===== src/rtl/sysid_info_regs.sv =====
// Avalon-MM system ID / build info slave: ID, timestamp, scratch, caps.
// Define SYSID_UPTIME_EN to build in the uptime counter, snapshot and CTRL.
module sysid_info_regs #(
  parameter logic [31:0] SYSTEM_ID    = 32'h0000_4440,
  parameter logic [31:0] TIMESTAMP    = 32'd1386398321,
  parameter int          CNT_W        = 48,
  parameter int          READ_LATENCY = 1
) (
  input  logic        clock,
  input  logic        reset,
  input  logic [2:0]  address,
  input  logic        read,
  input  logic        write,
  input  logic [31:0] writedata,
  input  logic [3:0]  byteenable,
  output logic [31:0] readdata,
  output logic        readdatavalid
);

  localparam logic [2:0] A_ID      = 3'd0;
  localparam logic [2:0] A_TS      = 3'd1;
  localparam logic [2:0] A_UP_LO   = 3'd2;
  localparam logic [2:0] A_UP_HI   = 3'd3;
  localparam logic [2:0] A_SCRATCH = 3'd4;
  localparam logic [2:0] A_CTRL    = 3'd5;
  localparam logic [2:0] A_CAPS    = 3'd6;
  localparam logic [2:0] A_RSVD    = 3'd7;

`ifdef SYSID_UPTIME_EN
  localparam logic CAP_UP = 1'b1;
`else
  localparam logic CAP_UP = 1'b0;
`endif

  localparam logic [31:0] CAPS = {
    19'd0, CAP_UP, 4'(READ_LATENCY), 8'(CNT_W)
  };

  logic [31:0] scratch;
  logic [31:0] be_mask;
  logic        wr_scratch;
  logic [31:0] up_lo;
  logic [31:0] up_hi;
  logic [31:0] ctrl_val;
  logic [31:0] rd_val;

  assign wr_scratch = write && (address == A_SCRATCH);

  always_comb begin
    be_mask = {
      {8{byteenable[3]}}, {8{byteenable[2]}},
      {8{byteenable[1]}}, {8{byteenable[0]}}
    };
  end

  always_ff @(posedge clock) begin
    if (reset) begin
      scratch <= '0;
    end else if (wr_scratch) begin
      scratch <= (scratch & ~be_mask) | (writedata & be_mask);
    end
  end

`ifdef SYSID_UPTIME_EN
  localparam int SH_W = CNT_W - 32;

  logic [CNT_W-1:0] counter;
  logic [SH_W-1:0]  shadow;
  logic             en;
  logic             wr_ctrl;
  logic             clr;
  logic             snap;

  assign wr_ctrl = write && (address == A_CTRL) && byteenable[0];
  assign clr     = wr_ctrl && writedata[1];
  assign snap    = read && (address == A_UP_LO);

  // CLR wins over the increment; EN takes the new value on the same edge
  always_ff @(posedge clock) begin
    if (reset) begin
      counter <= '0;
      en      <= 1'b1;
    end else begin
      if (wr_ctrl) begin
        en <= writedata[0];
      end
      if (clr) begin
        counter <= '0;
      end else if (en) begin
        counter <= counter + CNT_W'(1);
      end
    end
  end

  // UP_HI returns the upper half captured by the last UP_LO read
  always_ff @(posedge clock) begin
    if (reset) begin
      shadow <= '0;
    end else if (snap) begin
      shadow <= counter[CNT_W-1:32];
    end
  end

  always_comb begin
    up_hi             = '0;
    up_hi[SH_W-1:0]   = shadow;
  end

  assign up_lo    = counter[31:0];
  assign ctrl_val = {31'd0, en};
`else
  assign up_lo    = '0;
  assign up_hi    = '0;
  assign ctrl_val = '0;
`endif

  always_comb begin
    rd_val = '0;
    unique case (address)
      A_ID:      rd_val = SYSTEM_ID;
      A_TS:      rd_val = TIMESTAMP;
      A_UP_LO:   rd_val = up_lo;
      A_UP_HI:   rd_val = up_hi;
      A_SCRATCH: rd_val = scratch;
      A_CTRL:    rd_val = ctrl_val;
      A_CAPS:    rd_val = CAPS;
      A_RSVD:    rd_val = '0;
      default:   rd_val = '0;
    endcase
  end

  generate
    if (READ_LATENCY == 2) begin : g_lat2
      logic [31:0] p_data;
      logic        p_valid;

      always_ff @(posedge clock) begin
        if (reset) begin
          p_data  <= '0;
          p_valid <= 1'b0;
        end else begin
          p_valid <= read;
          if (read) begin
            p_data <= rd_val;
          end
        end
      end

      always_ff @(posedge clock) begin
        if (reset) begin
          readdata      <= '0;
          readdatavalid <= 1'b0;
        end else begin
          readdatavalid <= p_valid;
          if (p_valid) begin
            readdata <= p_data;
          end
        end
      end
    end else begin : g_lat1
      always_ff @(posedge clock) begin
        if (reset) begin
          readdata      <= '0;
          readdatavalid <= 1'b0;
        end else begin
          readdatavalid <= read;
          if (read) begin
            readdata <= rd_val;
          end
        end
      end
    end
  endgenerate

endmodule


===== config.mk =====
export PLATFORM = sky130hd
export DESIGN_NAME = sysid_info_regs
export DESIGN_NICKNAME = d
export VERILOG_FILES = /design/src/rtl/sysid_info_regs.sv
export SDC_FILE = /design/constraint.sdc
export NUM_CORES = 1
export LEC_CHECK = 0
export BUFFER_PORTS_ARGS = -buffer_cell sky130_fd_sc_hd__buf_2
export CAP_MARGIN = 20
export CORE_UTILIZATION = 45
export CTS_BUF_LIST = sky130_fd_sc_hd__clkbuf_4 sky130_fd_sc_hd__clkbuf_8
export DETAILED_ROUTE_END_ITERATION = 6
export GPL_ROUTABILITY_DRIVEN = 0
export PLACE_DENSITY = 0.76
export SLEW_MARGIN = 10
export SYNTH_ARGS = -nofsm -noshare
export SYNTH_HDL_FRONTEND = slang
export SYNTH_SLANG_ARGS = --single-unit

===== constraint.sdc =====
create_clock -name clock -period 1.5 [get_ports clock]
set_input_delay 0.225 -clock clock [delete_from_list [all_inputs] [get_ports clock]]
set_output_delay 0.225 -clock clock [all_outputs]
set_load 0.1 [all_outputs]

==> results.py <==
metrics = {
    "yosys": {
        "ys_seq_area_share_pct": 46.1,
        "syn-num-nets": 345,
        "ys_seq_elements": 65,
        "yosysWarnings": 0,
        "avgSynthCellArea_um2": 9.35,
        "syn_inst": 302,
        "syn_area_um2": 2820,
        "synth_cell_types": 23,
    },
    "clock_network": {
        "insertion_delay_ps": 340,
        "cts_buffer_depth": 2,
        "cts_tree": "built",
        "cts_sinks": 65,
        "cts.repair.resized": 0,
        "cts_root_buf": "clkbuf_8",
        "post-cts-setup-buffers": 0,
        "cts_buffers": 9,
        "clkTransAtPathRegs_ps": 70,
        "hold_buffers": 0,
        "htreeDepth": 3,
    },
    "sta": {
        "hold-worst-slack_ps": 142,
        "slew_violations": 0,
        "post-route-period-util_pct": 90.4,
        "hold_viol": 0,
        "clock_skew_ps": 4.66,
        "fin_crit_ps": 1360,
        "rsz0062_at_grt": "false",
        "setup_viol": 0,
        "finalSetupTns_ps": 0,
        "worstMarginPinSlew_ps": 632,
        "fmax_mhz": 737,
        "slew_headroom_pct": 57.8,
    },
    "status": {
        "status": "completed",
    },
    "placement": {
        "port_buffers": 75,
        "dp_hpwl_mm": 4.18,
    },
    "power": {
        "switchingPower_w": 0.000954,
        "vdd_drop_max_uv": 750,
        "p_leak_nw": 1.41,
        "power_frac_clock_pct": 36.9,
        "power_frac_comb_pct": 12.6,
        "power_w": 0.00351,
        "p_per_area_nw_per_um2": 1030,
        "power_frac_seq_pct": 50.5,
        "swShare_pct": 27.1,
        "p_int_w": 0.00256,
    },
    "routing": {
        "vias": 2287,
        "route.detailed.wl_per_inst_um": 13.7,
        "drc": 0,
        "drt-total-wl_mm": 6.16,
        "firstDrtPassIters": 4,
        "ant_nets": 0,
        "drtIter0Drc": 140,
        "via_per_inst": 5.09,
    },
    "setup_path": {
        "critPathKind": "flip-flop to output pin",
        "crit_path_start": "readdata[4]",
        "critPathSlowestCell": "buf_2",
        "critical_path_buf_inv_count": 1,
        "required_ps": 1270,
        "cp_max_fo": 2,
        "path_cells": "buf_2",
        "crit_arrival_ps": 1130,
        "cp-start-kind": "flip-flop",
        "cpLargestDelayFamily": "buffers and inverters",
        "slowest_delay_ps": 440,
        "crit_path_end_kind": "output pin",
    },
    "run": {
        "drv_cap": 0,
    },
    "finish": {
        "regArea_um2": 1300,
        "nets": 414,
        "mostFrequentLayoutCells": "buf_2 (75), dfxtp_1 (65), nand2b_1 (44), a21oi_1 (40)",
        "layout-drive-gt1-share_pct": 34.2,
        "multi_input_area_um2": 1360,
        "num_antenna_cells": 0,
        "fillers": 538,
        "final_common_cell": "buf_2",
        "area_growth_pct": 20.9,
        "post-route-util_pct": 57.0,
    },
    "global_route": {
        "grt_antenna_before_repair": 0,
        "grtUsageTotal_pct": 20.2,
        "grt-ovfl-total": 0,
        "grt_pass1_wl_mm": 9.94,
        "grt_max_degree": 43,
        "grt_pass1_vias": 2165,
    },
    "floorplanning": {
        "start_util_pct": 47.1,
        "core_area_um2": 5990,
        "die-area_um2": 6600,
        "fp.dieW_um": 81.2,
        "die_h_um": 81.2,
        "io_pins": 76,
        "core.rowCount": 28,
    },
    "min_path": {
        "hold_start": "writedata[11]",
        "min_path_type": "primary input to flip-flop",
    },
}
final timing paths:
check | end | slack [ps] | cells past startpoint
max | readdata[4] | 140 | 1
min | flip-flop | 140 | 3
max reg2reg | readdata[6] | 720 | 3
min reg2reg | readdata[14] | 470 | 2
per-layer routing:
metal  vias up  global-route usage, %  part of all wire (%)
met5         -                      0                     0
met4         0                   5.36                  0.24
met3         2                   7.42                   5.8
met2        67                   32.2                    48
met1      1048                   25.6                    46
li1       1170                      -                     -
power groups by stage:
stage / Combinational [W] / Clock [W] / Sequential (W)
2_1_floorplan: 0.000158 / 0 / 0.00197
3_3_place_gp: 0.000436 / 0 / 0.00181
3_5_place_dp: 0.000441 / 0 / 0.00181
4_1_cts: 0.000443 / 0.00133 / 0.00178
5_1_grt: 0.000471 / 0.00142 / 0.00178
6_report: 0.000441 / 0.00130 / 0.00178
cell usage after synthesis:
cell | n | share of area [%]
o21ai_2 | 24 | 7.4
nor2_1 | 20 | 2.7
and4bb_1 | 1 | 0.44
inv_1 | 2 | 0.27
buf_6 | 5 | 2.0
and2_4 | 3 | 0.93
buf_1 | 2 | 0.27
and4bb_2 | 1 | 0.44
a21boi_0 | 1 | 0.27
a211oi_1 | 2 | 0.53
a21oi_1 | 40 | 7.1
and4_1 | 1 | 0.31
nand2b_1 | 44 | 9.7
nand4b_1 | 24 | 7.4
buf_2 | 8 | 1.4
o21ai_0 | 13 | 2.3
and2b_1 | 1 | 0.27
clkbuf_1 | 12 | 1.6
dfxtp_1 | 65 | 46
mux2i_1 | 8 | 2.8
buf_4 | 1 | 0.27
nor2b_1 | 22 | 4.9
o211ai_1 | 2 | 0.53
cell type report:
type	count	share of cell area, %
multi-input cells	207	39.8
flip-flops and latches	65	38.1
repair buffers	86	14.1
clock buffers	11	4.44
well taps	75	2.75
clock inverters	3	0.513
inverters	2	0.220
logic make-up after synthesis:
kind of cell	count (synthesis)	share of synthesized area, %
and+or+nand+nor	117	27.1
AOI/OAI and AO/OA	82	18.2
DFF	65	46.1
buffers and inverters	30	5.80
muxes	8	2.84
stage by stage:
| stage | instances | instance area (um^2) | setup WS (ps) |
|---|---|---|---|
| floorplan | 302 | 2820 | 195 |
| global placement | 435 | 3240 | 130 |
| detailed placement | 435 | 3240 | 6.48 |
| CTS | 449 | 3410 | 133 |
| global route | 449 | 3410 | 88.8 |
| finish | 449 | 3410 | 144 |
(Power assumes the default switching activity.)
